### src/rtl/lse_simd_pkg.sv
// Shared constants and types for the 4-lane 6-bit log-sum-exp SIMD unit.
package lse_simd_pkg;

  localparam int LANE_W = 6;
  localparam int LANE_N = 4;
  localparam logic [LANE_W-1:0] NEG_INF = 6'h20;
  localparam logic [LANE_W-1:0] SAT_MAX = 6'h3F;

  typedef enum logic [1:0] {
    PE_LSE     = 2'b00,
    PE_MAX     = 2'b01,
    PE_MIN     = 2'b10,
    PE_LSE_ALT = 2'b11
  } pe_mode_e;

  function automatic logic [LANE_W-1:0] sat_add(input logic [LANE_W-1:0] m,
                                                 input logic [6:0] corr);
    logic [7:0] sum;
    sum = {2'b00, m} + {1'b0, corr};
    return (sum > {2'b00, SAT_MAX}) ? SAT_MAX : sum[LANE_W-1:0];
  endfunction

endpackage

### src/rtl/lse_lane_6b.sv
// One SIMD lane: stage 1 captures max/min/diff and sentinel handling,
// stage 2 applies the LUT correction and mode select.
module lse_lane_6b
  import lse_simd_pkg::*;
#(
  parameter int LUT_SIZE      = 16,
  parameter int LUT_PRECISION = 10
) (
  input  logic                     clk,
  input  logic                     rst,
  input  logic                     en_s1,
  input  logic                     en_s2,
  input  logic [LANE_W-1:0]        x,
  input  logic [LANE_W-1:0]        y,
  input  pe_mode_e                 mode,
  input  logic [LUT_PRECISION-1:0] lut_table [LUT_SIZE],
  output logic [LANE_W-1:0]        res
);

  localparam int IW = (LUT_SIZE > 1) ? $clog2(LUT_SIZE) : 1;

  logic [LANE_W-1:0] m_d, m_q, mn_d, mn_q, d_d, d_q, pass_d, pass_q, res_d, res_q;
  logic              spec_d, spec_q;
  pe_mode_e          mode_d, mode_q;

  logic                     x_inf, y_inf, x_ge;
  logic [IW-1:0]            idx;
  logic [LUT_PRECISION-1:0] entry;
  logic [6:0]               corr;

  always_comb begin
    x_inf  = (x == NEG_INF);
    y_inf  = (y == NEG_INF);
    x_ge   = (x >= y);
    m_d    = m_q;
    mn_d   = mn_q;
    d_d    = d_q;
    spec_d = spec_q;
    pass_d = pass_q;
    mode_d = mode_q;
    if (en_s1) begin
      m_d    = x_ge ? x : y;
      mn_d   = x_ge ? y : x;
      d_d    = x_ge ? (x - y) : (y - x);
      spec_d = x_inf | y_inf;
      // Sentinel pass-through: y when x is NEG_INF (covers both-NEG_INF), else x.
      pass_d = x_inf ? y : x;
      mode_d = mode;
    end
  end

  always_comb begin
    idx   = d_q[IW-1:0];
    entry = (32'(d_q) < LUT_SIZE) ? lut_table[idx] : '0;
    corr  = 7'(entry >> 8);
    res_d = res_q;
    if (en_s2) begin
      if (spec_q) begin
        res_d = pass_q;
      end else begin
        case (mode_q)
          PE_MAX:  res_d = m_q;
          PE_MIN:  res_d = mn_q;
          default: res_d = sat_add(m_q, corr);
        endcase
      end
    end
  end

  always_ff @(posedge clk or negedge rst) begin
    if (!rst) begin
      m_q    <= '0;
      mn_q   <= '0;
      d_q    <= '0;
      spec_q <= 1'b0;
      pass_q <= '0;
      mode_q <= PE_LSE;
      res_q  <= '0;
    end else begin
      m_q    <= m_d;
      mn_q   <= mn_d;
      d_q    <= d_d;
      spec_q <= spec_d;
      pass_q <= pass_d;
      mode_q <= mode_d;
      res_q  <= res_d;
    end
  end

  assign res = res_q;

endmodule

### src/rtl/lse_simd_4x6b.sv
// Four independent log-sum-exp lanes with a 2-cycle valid pipeline.
module lse_simd_4x6b
  import lse_simd_pkg::*;
#(
  parameter int LUT_SIZE      = 16,
  parameter int LUT_PRECISION = 10,
  parameter int CHANNEL_WIDTH = 6,
  parameter int DATA_WIDTH    = 24
) (
  input  logic                     clk,
  input  logic                     rst,
  input  logic                     enable,
  input  logic [DATA_WIDTH-1:0]    x_in,
  input  logic [DATA_WIDTH-1:0]    y_in,
  input  logic [1:0]               pe_mode,
  input  logic [LUT_PRECISION-1:0] lut_table [LUT_SIZE],
  output logic [DATA_WIDTH-1:0]    result,
  output logic                     valid_out
);

  logic valid_s1_d, valid_s1_q, valid_out_d, valid_out_q;

  always_comb begin
    valid_s1_d  = enable;
    valid_out_d = valid_s1_q;
  end

  always_ff @(posedge clk or negedge rst) begin
    if (!rst) begin
      valid_s1_q  <= 1'b0;
      valid_out_q <= 1'b0;
    end else begin
      valid_s1_q  <= valid_s1_d;
      valid_out_q <= valid_out_d;
    end
  end

  for (genvar k = 0; k < LANE_N; k++) begin : g_lane
    lse_lane_6b #(
      .LUT_SIZE      (LUT_SIZE),
      .LUT_PRECISION (LUT_PRECISION)
    ) u_lane (
      .clk       (clk),
      .rst       (rst),
      .en_s1     (enable),
      .en_s2     (valid_s1_q),
      .x         (x_in[k*CHANNEL_WIDTH +: CHANNEL_WIDTH]),
      .y         (y_in[k*CHANNEL_WIDTH +: CHANNEL_WIDTH]),
      .mode      (pe_mode_e'(pe_mode)),
      .lut_table (lut_table),
      .res       (result[k*CHANNEL_WIDTH +: CHANNEL_WIDTH])
    );
  end

  assign valid_out = valid_out_q;

endmodule

### config.mk
export PLATFORM = sky130hd
export DESIGN_NAME = lse_simd_4x6b
export DESIGN_NICKNAME = d
export VERILOG_FILES = /design/src/rtl/lse_simd_pkg.sv /design/src/rtl/lse_lane_6b.sv /design/src/rtl/lse_simd_4x6b.sv
export SDC_FILE = /design/constraint.sdc
export NUM_CORES = 1
export LEC_CHECK = 0
export ABC_CLOCK_PERIOD_IN_PS = 4050
export BUFFER_PORTS_ARGS = -buffer_cell sky130_fd_sc_hd__buf_2
export CORE_MARGIN = 2
export CORE_UTILIZATION = 39
export CTS_CLUSTER_SIZE = 28
export DETAILED_ROUTE_END_ITERATION = 10
export PLACE_DENSITY = 0.6
export REMOVE_ABC_BUFFERS = 1
export SYNTH_ARGS = -nofsm -noshare
export SYNTH_HDL_FRONTEND = slang
export SYNTH_HIERARCHICAL = 1
export SYNTH_SLANG_ARGS = --single-unit
### constraint.sdc
create_clock -name clk -period 4.05 [get_ports clk]
set_input_delay 0.2025 -clock clk [delete_from_list [all_inputs] [get_ports clk]]
set_output_delay 0.2025 -clock clk [all_outputs]
set_load 0.05 [all_outputs]
# Word level (Yosys, flattened, before mapping)
# Cells that the tools add are included.
[word_totals] regBits=128 output_inout_bits=25 word_cells=117
[op_classes] add_sub_neg=12 n_lt_le_gt_ge=16 n_eq_ne=10 n_mux=44 bitwise_logic=8
[ops] cell="10-bit binary-select mux with 4-bit select" count=4
[ops] cell="6-bit 2-to-1 mux" count=24
[ops] cell="10-bit 2-to-1 mux" count=12
[ops] cell="6-bit == test (second input constant)" count=8
[ops] cell="6-bit case mux with 2 select lines" count=4
[ops] cell="6-bit subtractor" count=8
[ops] cell="8-bit by 6-bit greater-than comparator with 1-bit output (second input constant)" count=4
[ops] cell="6-bit by 2-bit adder with 7-bit output" count=4
[ops] cell="6-bit greater-or-equal comparator" count=4
[ops] cell="6-bit by 5-bit less-than comparator with 1-bit output (second input constant)" count=4
[ops] cell="5-bit greater-or-equal comparator (second input constant)" count=4
[ops] cell="4-bit NOT with 5-bit output" count=4
[ops] cell="1-bit OR" count=4
[ops] cell="2-bit by 1-bit == test with 1-bit output (second input constant)" count=1
[ops] cell="2-bit == test (second input constant)" count=1

# Longest topological paths before layout
# Gate-level depths: netlist (run 1).
[depth] depth_word=10 ltp_mapped=12 ltp_nobuf=11

# Hierarchy
# Netlist (run 1), hierarchy kept.
[modules_own_cells] mod="lse_lane_6b" instances=4 cells_each=257 area_each_um2=2402.3 seq_area_each_um2=825.8
[modules_own_cells] mod="lse_simd_4x6b" instances=1 cells_each=2 area_each_um2=50.0 seq_area_each_um2=50.0

# Worst setup path after synthesis (run 1)
# Ideal clock, no wire load.
[synth_path] kind="register to register" from="reg g_lane[0].u_lane.d_q[0]" to="reg g_lane[0].u_lane.res_q[3]" setup_ps=119 arrival_ps=2927 required_time_ps=3931 slack_ps=1004 path_stages_with_launch=13 path_buffers=1 synth_period_minus_slack_ps=3046 path_cell_list="dfrtp_1 -> buf_2 -> mux4_2 -> mux4_2 -> nor3b_1 -> ha_1 -> fa_1 -> nand2_1 -> o21ai_1 -> o21a_1 -> nor2_1 -> o311a_1 -> nor2_1"
[synth_via] elab_chain_cells=10 elab_cells_between_ends=11
[synth_rtl] item="start, declared" line_no="lse_lane_6b.sv:22" text="logic [LANE_W-1:0] m_d, m_q, mn_d, mn_q, d_d, d_q, pass_d, pass_q, res_d, res_q;"
[synth_rtl] item="start signal, assigned" line_no="lse_lane_6b.sv:74" text="d_q <= '0;"
[synth_rtl] item="start signal, assigned" line_no="lse_lane_6b.sv:82" text="d_q <= d_d;"
[synth_rtl] item="4-bit NOT with 5-bit output (implied by the code)" line_no="lse_lane_6b.sv:54" text="entry = (32'(d_q) < LUT_SIZE) ? lut_table[idx] : '0;"
[synth_rtl] item="10-bit binary-select mux with 4-bit select" line_no="lse_lane_6b.sv:54"
[synth_rtl] item="10-bit 2-to-1 mux (implied by the code) (2 in a row)" line_no="lse_lane_6b.sv:54"
[synth_rtl] item="10-bit 2-to-1 mux (*)" line_no="lse_lane_6b.sv:54"
[synth_rtl] item="6-bit by 2-bit adder with 7-bit output (*)" line_no="lse_simd_pkg.sv:19" text="sum = {2'b00, m} + {1'b0, corr};"
[synth_rtl] item="8-bit by 6-bit greater-than comparator with 1-bit output" line_no="lse_simd_pkg.sv:20" text="return (sum > {2'b00, SAT_MAX}) ? SAT_MAX : sum[LANE_W-1:0];"
[synth_rtl] item="6-bit 2-to-1 mux (*)" line_no="lse_simd_pkg.sv:20"
[synth_rtl] item="6-bit case mux with 2 select lines (*)" line_no="lse_lane_6b.sv:61" text="case (mode_q)"
[synth_rtl] item="6-bit 2-to-1 mux (*)" line_no="lse_lane_6b.sv:58" text="if (spec_q) begin"
[synth_rtl] item="end signal, assigned" line_no="lse_lane_6b.sv:86" text="res_q <= res_d;"
[synth_rtl] item="end, declared" line_no="lse_lane_6b.sv:22"
# Every way passes the cells marked *; elsewhere a longest branch is shown, timed or not. The select of a mux whose other input is x is not followed.
# A chain may end at the register's enable or synchronous reset.

# Final worst setup path (run 1)
[layout_path] from="reg g_lane[2].u_lane.d_q[0]" to="reg g_lane[2].u_lane.res_q[2]"
[layout_via] elab_chain_cells=10 elab_cells_between_ends=11
[layout_rtl] item="start, declared" line_no="lse_lane_6b.sv:22"
[layout_rtl] item="start signal, assigned" line_no="lse_lane_6b.sv:74"
[layout_rtl] item="start signal, assigned" line_no="lse_lane_6b.sv:82"
[layout_rtl] item="4-bit NOT with 5-bit output (implied by the code)" line_no="lse_lane_6b.sv:54"
[layout_rtl] item="10-bit binary-select mux with 4-bit select" line_no="lse_lane_6b.sv:54"
[layout_rtl] item="10-bit 2-to-1 mux (implied by the code) (2 in a row)" line_no="lse_lane_6b.sv:54"
[layout_rtl] item="10-bit 2-to-1 mux (*)" line_no="lse_lane_6b.sv:54"
[layout_rtl] item="6-bit by 2-bit adder with 7-bit output (*)" line_no="lse_simd_pkg.sv:19"
[layout_rtl] item="8-bit by 6-bit greater-than comparator with 1-bit output" line_no="lse_simd_pkg.sv:20"
[layout_rtl] item="6-bit 2-to-1 mux (*)" line_no="lse_simd_pkg.sv:20"
[layout_rtl] item="6-bit case mux with 2 select lines (*)" line_no="lse_lane_6b.sv:61"
[layout_rtl] item="6-bit 2-to-1 mux (*)" line_no="lse_lane_6b.sv:58"
[layout_rtl] item="end signal, assigned" line_no="lse_lane_6b.sv:86"
[layout_rtl] item="end, declared" line_no="lse_lane_6b.sv:22"
# Marked as above.

==> results.tsv, run 1 <==
stage	metric	value	unit
outcome	outcome	finished, final reports clean	
cells_and_area	seq_area	3350	um2
place	gp_congestion	0.827	
grt	use_met2	33.2	%
synth	syn_inst	1030	
synth	yosysSeqAreaShare	34.7	%
clocking	cts_sinks	134	
synth	yosysMostFrequentCell	a21oi_1	
pwr	leakage	5.29	nW
cells_and_area	multi_input_area	5780	um2
timing	worst_pin_slew	1.02	ns
clocking	clock_latency	0.42	ns
drt	drc	0	
hold_path	hold_class	input port to flop	
timing	max_clock_freq	0.280	GHz
setup_path	slowest_stage	dfrtp_1	
drt	ant_nets	0	
timing	clock_skew	0.00894	ns
drt	firstDrtPassIters	5	
timing	setup_violations	0	
place	placed_cell_area	10400	um2
timing	slew_viol_final	0	
pwr	p_int	3.39	mW
setup_path	start_kind	flop	
floorplanning	dieArea	26000	um2
floorplanning	die_w	161	um
grt	overflow	0	
setup_path	required	4.40	ns
floorplanning	rows	57	
timing	min_period_over_period	88.1	%
place	io_buffers	109	
floorplanning	core	24300	um2
grt	global_route.usage.met3	4.67	%
setup_path	max_stage_delay	0.65	ns
synth	syn_avg_cell_area	9.38	um2
synth	ys_top_cells_by_count	156 x a21oi_1, 148 x nor2_1, 134 x dfrtp_1	
pwr	pwr_density_cell	457	nW/um2
cells_and_area	drive_gt1_share	17.6	%
drt	wl	25300	um
setup_path	worstSetupPathType	flop to flop	
synth	synth_top_area_cell	dfrtp_1	
floorplanning	initial_core_util	39.7	%
pwr	swShare	33.3	%
clocking	htree_levels	4	
cells_and_area	final_area	11100	um2
grt	grt_pass1_vias	7791	
pwr	vdd_drop_max	0.270	mV
pwr	comb_power_share	30.1	%
grt	antenna_found_initial	9	
synth	yosysWarnings	6	
setup_path	worst_ep_arrival_time	3.92	ns
synth	netlist_top_cells_area	dfrtp_1 35%, mux4_2 9.3%, a21oi_1 8.1%	
synth	async_flop_share	100	%
grt	grt_max_degree	143	
cells_and_area	nets	1398	
floorplanning	ios	238	
drt	post_drt_wl_per_cell	17.4	um
synth	synth_top_area_share	34.7	%
clocking	cts_root_buf	clkbuf_16	
drt	via_per_inst	5.40	
cells_and_area	fill_cells	2385	
clocking	cts_buffer_depth	2	
synth	ys_ff_latch	134	
synth	synth_area	9660	um2
grt	busiest_layer	met2	
grt	grtUsageMet1	27.7	%
grt	grt_pass1_wl	41800	um
clocking	ctsHoldBuffers	1	
clocking	tritoncts	yes	
setup_path	crit_chain	mux4_2 -> mux4_2 -> nor3b_1 -> ha_1 -> fa_1 -> nand2_1 -> nor2_1 -> a2111oi_0 -> a21oi_1 -> a21oi_1	
timing	finalSetupTns	0	ns
floorplanning	die_height	161	um
clocking	post_cts_buffers	0	
synth	yosysUniqueCellTypes	42	
drt	drt-initial-drc-count	419	
pwr	p_sw	1.70	mW
pwr	p_seq_share	34.7	%
timing	relSlewSlack	32.1	%
clocking	cts_buffers	17	
setup_path	crit_fanout	9	
clocking	clk_pin_slew_worst_paths	0.06	ns
place	hpwlAfterDp	18200	um
synth	synth_edf_count	0	
timing	min_period	3.57	ns
cells_and_area	area_delta_synth_final	15.3	%
synth	synthFlopType	dfrtp_1	
drt	vias	7864	
grt	grt_use_total	20.3	%
pwr	pwr-share-clk	35.2	%
timing	rsz0062_at_grt	false	
run	maxCapViolCount	0	
clocking	ctsResizeCount	0	
setup_path	end_kind	flop	
timing	hold_viol_final	0	
==> cell type report <==
| cell class | count | area share (%) |
|---|---|---|
| timing repair buffer | 120 | 5.77 |
| clock inverter | 12 | 2.04 |
| antenna | 9 | 0.202 |
| inverter | 72 | 2.43 |
| clock buffer | 18 | 3.94 |
| sequential | 134 | 30.1 |
| multi-input combinational | 768 | 51.9 |
| tap | 324 | 3.64 |
==> cells in the final DEF, fill, tap and decap left out, drive strengths merged, types with 18 or more instances in the layout <==
master,count
nor2,148
clkbuf,18
o21ai,40
dfrtp,134
buf,119
ha,60
mux4,40
inv,72
mux2i,76
a21oi,156
nand2,40
==> layer usage <==
| metal | routed length (um) | up-vias |
|---|---|---|
| li1 | - | 3884 |
| met1 | 11600 | 3775 |
| met2 | 12100 | 176 |
| met3 | 1380 | 27 |
| met4 | 277 | 2 |
| met5 | 13 | - |
==> final timing paths <==
kind | start | end | slack [ns] | cells after the start
setup / recovery | g_lane[2].u_lane/d_q[0] | g_lane[2].u_lane/res[2] | 0.48 | 10
hold / removal | x_in[17] | g_lane[2].u_lane/pass_q[5] | 0.09 | 3
setup reg to reg | g_lane[2].u_lane/d_q[0] | g_lane[2].u_lane/res[2] | 0.48 | 10
hold reg to reg | g_lane[0].u_lane/res[3] | g_lane[0].u_lane/res[3] | 0.50 | 2
max in group asynchronous | rst | g_lane[0].u_lane/m_q[0] | 2.70 | 3
min in group asynchronous | rst | g_lane[1].u_lane/pass_q[5] | 0.41 | 2
==> through the flow <==
step | worst slack [ns] | hold slack (ns) | utilization (%) | cells | total power [mW]
after detailed placement | 0.482 | 0.378 | 42.9 | 1417 | 3.32
after global placement | 0.460 | 0.372 | 42.9 | 1417 | 3.30
after global routing | 0.197 | 0.100 | 45.7 | 1452 | 5.40
after floorplan | 0.934 | -0.0931 | - | 974 | 2.85
after CTS | 0.453 | 0.0755 | 45.7 | 1448 | 5.15
final | 0.481 | 0.0903 | 45.8 | 1457 | 5.09
==> cells by family (layout without fill, tap and decap cells) <==
kind of cell    count (synthesis)  in the layout  synth area share, %
compound gates                284            284                 17.7
xor+xnor                       12             12                 1.09
fa+ha+maj                      72             72                 10.3
buf+inv                       128            222                 5.49
flops                         134            134                 34.7
mux                           120            120                 17.7
other cells                     0              9                    0
simple gates                  280            280                 13.1
==> power groups by stage <==
stage	combinational, mW	sequential (mW)	clock, mW
5_1_grt	1.70	1.81	1.89
2_1_floorplan	0.943	1.91	0
3_3_place_gp	1.51	1.79	0
4_1_cts	1.54	1.77	1.84
3_5_place_dp	1.53	1.79	0
6_report	1.53	1.77	1.79
==> sequential cells by signal, summed over array words and instances, names as in the netlist <==
| register | flops |
|---|---|
| g_lane.u_lane/m_q | 24 |
| g_lane.u_lane/spec_q | 4 |
| g_lane.u_lane/pass_q | 24 |
| valid_out_d | 1 |
| g_lane.u_lane/d_q | 24 |
| g_lane.u_lane/mn_q | 24 |
| valid_out | 1 |
| g_lane.u_lane/res | 24 |
| g_lane.u_lane/mode_q | 8 |
==> worst max-delay path, delay by kind of cell (launching register included) <==
family	cells	cell delay, ns
simple gates	3	0.35
mux	2	1.08
compound gates	3	0.78
fa+ha+maj	2	0.64
flops	1	0.65
Note: power is estimated with default switching activity, not from simulation.
==> inputs of run 2 (changes only) <==
--- a/config.mk
+++ b/config.mk
@@ -5,6 +5,7 @@
 export SDC_FILE = /design/constraint.sdc
 export NUM_CORES = 1
 export LEC_CHECK = 0
+export ABC_AREA = 1
 export ABC_CLOCK_PERIOD_IN_PS = 4050
 export BUFFER_PORTS_ARGS = -buffer_cell sky130_fd_sc_hd__buf_2
 export CORE_MARGIN = 2
==> run 2 against run 1 <==
Worst hold slack worse by 0.028 ns; combinational power grew 12%; critical endpoint is now g_lane[2].u_lane/res[1]; clock-buffer cell count up 2; clock power fell by 11%; power decreased by 1.3%; clock skew up 0.0019 ns; global-route usage up 1.4 points; critical path depth rose by 4; first-iteration DRC count rose by 100%; design area grew 8.2%; largest cell class unchanged; highest routed layer unchanged.
==> results.tsv, run 2 <==
stage	metric	value	unit
outcome	outcome	finished, final reports clean	
synth	synth_compound_gate_area_share	16.1	%
setup_path	r2r_cells	14	
clocking	cts_buffers	17	
cells_and_area	fin_util	44.7	%
setup_path	max_stage_delay	0.69	ns
setup_path	worstSetupPathType	flop to flop	
clocking	cts_buffer_depth	2	
clocking	cts_root_buf	clkbuf_16	
synth	synth_simple_gate_area_share	31.4	%
synth	syn_inst	1574	
timing	worst_pin_slew	0.921	ns
drt	vias	10300	
clocking	clock_latency	0.43	ns
timing	rsz0062_at_grt	false	
synth	syn_avg_cell_area	6.79	um2
synth	async_flop_share	100	%
setup_path	worst_ep_arrival_time	3.22	ns
setup_path	rrSetupSlack	1.15	ns
grt	grt_pass1_vias	9935	
clocking	ctsResizeCount	0	
timing	hold_viol_final	0	
synth	ys_top_cells_by_count	432 x nand2_1, 192 x inv_1, 148 x nor2_1	
setup_path	timing.rr.start	g_lane[2].u_lane/d_q[0]	
place	gp_congestion	0.918	
setup_path	worstReg2RegEnd	g_lane[2].u_lane/res[1]	
clocking	clk_pin_slew_worst_paths	0.06	ns
hold_path	hold_end	g_lane[1].u_lane/spec_q	
synth	post_synth_mux_area_share	0	%
synth	yosysSeqAreaShare	31.4	%
clocking	cts_sinks	134	
cells_and_area	nets	1943	
grt	antenna_found_initial	2	
synth	synth_top_family_by_area	simple AND/OR/NAND/NOR gates	
synth	synthFlopType	dfrtp_1	
timing	min_period	2.90	ns
grt	grt_pass1_wl	50200	um
synth	synth_area	10700	um2
timing	clock_skew	0.0109	ns
timing	finalSetupTns	0	ns
floorplanning	ios	238	
floorplanning	dieArea	28800	um2
cells_and_area	n_antenna_cell	0	
setup_path	crit_fanout	19	
synth	yosysWarnings	6	
timing	setup_violations	0	
pwr	leakage	6.42	nW
timing	max_clock_freq	0.345	GHz
setup_path	end_kind	flop	
cells_and_area	area_delta_synth_final	12.7	%
synth	synth_fa_ha_area_share	9.27	%
floorplanning	die_height	170	um
run	maxCapViolCount	0	
floorplanning	initial_core_util	39.7	%
drt	drc	0	
grt	grt_max_degree	83	
grt	overflow	0	
hold_path	min_from	y_in[11]	
setup_path	critPathMostFrequentCell	nand2_1	
drt	drt-initial-drc-count	854	
synth	netlist_top_cells_area	dfrtp_1 31%, nand2_1 15%, ha_1 7.0%	
drt	post_drt_wl_per_cell	15.0	um
place	io_buffers	109	
synth	synth_top_area_cell	dfrtp_1	
setup_path	slowest_stage	dfrtp_1	
hold_path	whs_path_depth	3	
timing	whs	0.0620	ns
cells_and_area	final_cell_mix	432 x nand2_1, 192 x inv_1, 148 x nor2_1, 134 x dfrtp_1, 124 x nand3_1	
pwr	pwr_density_cell	417	nW/um2
drt	via_per_inst	5.14	
timing	min_period_over_period	71.6	%
setup_path	crit_chain	inv_2 -> o21ai_0 -> nand3_1 -> nand3_1 -> a21oi_1 -> ha_1 -> fa_1 -> nand2_1 -> inv_2 -> nand2_1 -> nor2_1 -> o21ai_0 -> a21o_1 -> nand2_1	
grt	grt_use_total	21.7	%
synth	synthXorXnorAreaFrac	1.64	%
setup_path	required	4.37	ns
floorplanning	core	27000	um2
timing	slew_viol_final	0	
clocking	tritoncts	yes	
floorplanning	rows	60	
drt	firstDrtPassIters	6	
setup_path	start_kind	flop	
cells_and_area	final_common_cell	nand2_1	
drt	wl	30100	um
pwr	p_total	5.02	mW
clocking	htree_levels	4	
cells_and_area	drive_gt1_share	12.0	%
synth	synth_top_area_share	31.4	%
synth	yosysMostFrequentCell	nand2_1	
place	hpwlAfterDp	23000	um
hold_path	hold_class	input port to flop	
floorplanning	die_w	170	um
timing	relSlewSlack	38.6	%
drt	ant_nets	0	
synth	yosysUniqueCellTypes	34	
synth	synth_edf_count	0	
pwr	vdd_drop_max	0.243	mV
synth	ys_ff_latch	134	
[run 2: cell count changes after synthesis, moves of 40 or more]
| cell | delta |
|---|---|
| a21oi_1 | -92 |
| inv_1 | +120 |
| mux2i_1 | -76 |
| mux4_2 | -40 |
| nand2_1 | +392 |
| nand3_1 | +108 |
| o21ai_0 | +92 |
| o21ai_1 | +60 |
[run 2: worst max path at each step]
stage	depth (start not counted)	end	startpoint	slack [ns]
2_1_floorplan	15	g_lane[0].u_lane/res[0]	g_lane[0].u_lane/d_q[0]	1.68
5_1_grt	15	g_lane[2].u_lane/res[0]	g_lane[2].u_lane/d_q[0]	0.85
3_5_place_dp	14	g_lane[2].u_lane/res[1]	g_lane[2].u_lane/d_q[0]	1.18
6_report	14	g_lane[2].u_lane/res[1]	g_lane[2].u_lane/d_q[0]	1.15
4_1_cts	14	g_lane[2].u_lane/res[1]	g_lane[2].u_lane/d_q[0]	1.17
3_3_place_gp	14	g_lane[3].u_lane/res[1]	g_lane[3].u_lane/d_q[0]	1.20
[run 2: worst max-delay path, delay by kind of cell, from the launching register on]
| family | cells | cell delay [ns] |
|---|---|---|
| DFF | 1 | 0.69 |
| buffers and inverters | 2 | 0.28 |
| and+or+nand+nor | 6 | 0.49 |
| adders and majority gates | 2 | 0.65 |
| AOI/OAI and AO/OA | 4 | 0.69 |
[run 2: cell families after synthesis]
logic type | count (synthesis)
simple gates | 764
xor+xnor | 20
fa+ha+maj | 72
flops | 134
compound gates | 320
buf+inv | 264
[run 2: per-layer routing]
metal	track usage [%]	vias up	part of all wire, %
met5	0	-	0.080
met4	5.57	4	1.4
met3	3.19	32	3.7
met2	36.9	206	48
met1	29.0	4809	47
li1	-	5293	-
[run 2: power by group]
| group | total, mW | internal [mW] | switching, mW |
|---|---|---|---|
| sequential | 1.72 | 1.54 | 0.179 |
| combinational | 1.71 | 0.570 | 1.14 |
| clock | 1.59 | 0.964 | 0.628 |
[run 2: area by class of cell]
type / instances / area, um2
inverters: 216 / 811
repair buffers: 113 / 599
flip-flops and latches: 134 / 3350
well taps: 341 / 427
clock inverters: 12 / 144
multi-input cells: 1176 / 6250
fillers: 2827 / 14900
clock buffers: 20 / 467
[run 2: repair_timing]
item,CTS,global route
buffers inserted,0,0
hold buffers,1,0
setup endpoints to repair,0,0
hold endpoints to repair,66,0
[run 2: through the flow]
step                area, um2  worst slack (ns)  instances
finish                  12100              1.15       2012
global route            12100             0.846       2012
CTS                     12100              1.17       2012
detailed placement      11400              1.18       1979
global placement        11400              1.20       1979
floorplan               10400              1.68       1526
==> inputs of run 3 (changes only) <==
--- a/config.mk
+++ b/config.mk
@@ -5,8 +5,8 @@
 export SDC_FILE = /design/constraint.sdc
 export NUM_CORES = 1
 export LEC_CHECK = 0
-export ABC_AREA = 1
-export ABC_CLOCK_PERIOD_IN_PS = 4050
+export ABC_AREA = 0
+export ABC_CLOCK_PERIOD_IN_PS = 3050
 export BUFFER_PORTS_ARGS = -buffer_cell sky130_fd_sc_hd__buf_2
 export CORE_MARGIN = 2
 export CORE_UTILIZATION = 39
==> constraint.sdc (replaced) <==
create_clock -name clk -period 3.05 [get_ports clk]
set_input_delay 0.1525 -clock clk [delete_from_list [all_inputs] [get_ports clk]]
set_output_delay 0.1525 -clock clk [all_outputs]
set_load 0.05 [all_outputs]
==> run 3 against run 2 <==
The flow now finishes with violations (negative setup slack); sequential power increased by 37%; worst setup slack got worse by 1.2 ns; global-route usage down 0.76 points; critical path depth is 1 lower; sequential share of layout area grew 0.73 points; core utilization rose by 3.6 points; clock power rose by 21%; register-to-register slack worse by 1.2 ns; critical endpoint is now g_lane[0].u_lane/res[3].
==> results.tsv, run 3 (synthesized netlist as in run 1, its figures left out) <==
stage	metric	value	unit
floorplanning	dieArea	26000	um2
clocking	clock_latency	0.44	ns
timing	finalWorstSetupSlack	-0.0895	ns
timing	setup_violations	10	
floorplanning	die_height	161	um
floorplanning	die_w	161	um
setup_path	end_kind	flop	
place	hpwlAfterDp	19000	um
clocking	tritoncts	yes	
cells_and_area	final_cell_mix	154 x a21oi_1, 136 x nor2_1, 132 x dfrtp_1, 107 x buf_2, 75 x mux2i_1	
cells_and_area	final_common_cell	a21oi_1	
timing	slew_viol_final	0	
drt	highest_layer	met5	
pwr	p_sw	2.47	mW
setup_path	crit_chain	buf_12 -> mux4_2 -> mux4_2 -> nor3b_4 -> ha_2 -> fa_2 -> nand2_4 -> o21ai_4 -> buf_6 -> o21a_1 -> nor2_1 -> o311a_1 -> nor2_1	
timing	hold_viol_final	0	
grt	grt_pass1_vias	8237	
pwr	comb_power_share	36.3	%
cells_and_area	drive_gt1_share	24.9	%
grt	grt_pass1_wl	43500	um
drt	firstDrtPassIters	5	
pwr	swShare	36.8	%
grt	grt_max_degree	86	
drt	post_drt_wl_per_cell	18.0	um
setup_path	slowest_stage	mux4_2	
drt	vias	8216	
pwr	p_int	4.24	mW
clocking	cts_buffer_depth	2	
outcome	violations	negative setup slack	
floorplanning	initial_core_util	39.7	%
timing	rsz0062_at_grt	true	
setup_path	crit_fanout	7	
run	maxCapViolCount	0	
drt	drt-initial-drc-count	598	
grt	grt_use_total	21.0	%
setup_path	worstSetupPathType	flop to flop	
timing	worst_pin_slew	0.828	ns
clocking	clk_pin_slew_worst_paths	0.07	ns
floorplanning	rows	57	
pwr	p_seq_share	35.0	%
floorplanning	ios	238	
timing	clock_skew	0.0127	ns
place	pre_cts_slack	-0.204	ns
grt	overflow	0	
setup_path	start_kind	flop	
timing	max_clock_freq	0.319	GHz
pwr	pwr_density_cell	571	nW/um2
setup_path	max_stage_delay	0.50	ns
cells_and_area	fin_util	48.3	%
grt	antenna_found_initial	8	
setup_path	worst_ep_arrival_time	3.47	ns
pwr	pwr-share-clk	28.7	%
outcome	outcome	finished, violations left	
timing	finalSetupTns	-0.284	ns
clocking	htree_levels	4	
timing	min_period_over_period	103	%
timing	min_period	3.14	ns
clocking	cts_root_buf	clkbuf_16	
setup_path	required	3.38	ns
drt	drt-met1-wl	12100	um
drt	dr_wl_met2	12700	um
floorplanning	core	24300	um2
hold_path	hold_class	input port to flop	
cells_and_area	area_delta_synth_final	21.7	%
drt	wl	26700	um
place	gp_congestion	0.841	
place	io_buffers	109	
cells_and_area	nets	1429	
pwr	leakage	5.49	nW
clocking	cts_buffers	17	
drt	ant_nets	0	
drt	drc	0	
drt	met3_length	1460	um
drt	via_per_inst	5.52	
clocking	cts_sinks	134	
pwr	vdd_drop_max	0.281	mV
timing	relSlewSlack	44.7	%
[run 3: changes by cell type in the layout (fill, tap and decap cells not counted), moves of 40 or more]
cell     before  now
nand3_1     124   12
a21oi_1      64  154
nand2_1     432   36
mux4_2        0   40
inv_1       192   72
mux2i_1       0   75
o21ai_1      76   12
o21ai_0     116   24
[run 3: worst paths after layout]
check	startpoint	end	slack [ns]	depth (start not counted)
setup / recovery	g_lane[0].u_lane/d_q[0]	g_lane[0].u_lane/res[3]	-0.09	13
hold / removal	x_in[17]	g_lane[2].u_lane/pass_q[5]	0.04	3
hold reg to reg	g_lane[1].u_lane/res[3]	g_lane[1].u_lane/res[3]	0.50	2
setup reg to reg	g_lane[0].u_lane/d_q[0]	g_lane[0].u_lane/res[3]	-0.09	13
max in group asynchronous	rst	g_lane[0].u_lane/res[2]	2.04	3
min in group asynchronous	rst	g_lane[1].u_lane/res[5]	0.25	2
[run 3: stage by stage]
step / hold WS [ns] / instances / power [mW] / instance area, um2
after floorplan: -0.143 / 974 / 3.79 / 9400
after global placement: 0.158 / 1440 / 4.48 / 10700
after detailed placement: 0.158 / 1440 / 4.52 / 10700
after CTS: 0.0265 / 1477 / 6.59 / 11500
after global routing: 0.0578 / 1485 / 7.11 / 11700
final: 0.0397 / 1488 / 6.71 / 11800
[run 3: cell type report]
type | count | area [um2]
Fill cell | 2297 | 12600
Antenna cell | 7 | 17.5
Tap cell | 324 | 405
Timing Repair Buffer | 151 | 1010
Sequential cell | 134 | 3360
Multi-Input combinational cell | 768 | 6160
Clock inverter | 14 | 105
Clock buffer | 18 | 429
Inverter | 72 | 270
[run 3: power groups by stage]
stage	clock network [mW]	registers (mW)	logic (mW)
detailed placement	0	2.34	2.18
global placement	0	2.33	2.15
global route	2.05	2.40	2.66
floorplan	0	2.53	1.25
finish	1.92	2.35	2.44
CTS	1.97	2.33	2.29
[run 3: routing by layer]
| metal | vias to the layer above | GRT usage, % |
|---|---|---|
| met5 | - | 0 |
| met4 | 2 | 6.09 |
| met3 | 32 | 4.47 |
| met2 | 206 | 33.6 |
| met1 | 4037 | 28.7 |
| li1 | 3939 | - |
[run 3: timing repair]
item                                    in CTS  in global routing
pin swaps                                   18                 39
endpoints found under the hold margin       53                  0
gates cloned                                 1                  0
gates resized for setup                     43                 47
hold buffers                                 1                  0
endpoints found under the setup margin      24                 24
buffers inserted                             3                  4
[run 3: worst max-delay path: cells and delay by family (launching register included)]
| family | cells | cell delay, ns |
|---|---|---|
| muxes | 2 | 0.98 |
| buffers and inverters | 2 | 0.31 |
| adders and majority gates | 2 | 0.57 |
| AOI/OAI and AO/OA | 3 | 0.42 |
| and+or+nand+nor | 4 | 0.40 |
| DFF | 1 | 0.37 |
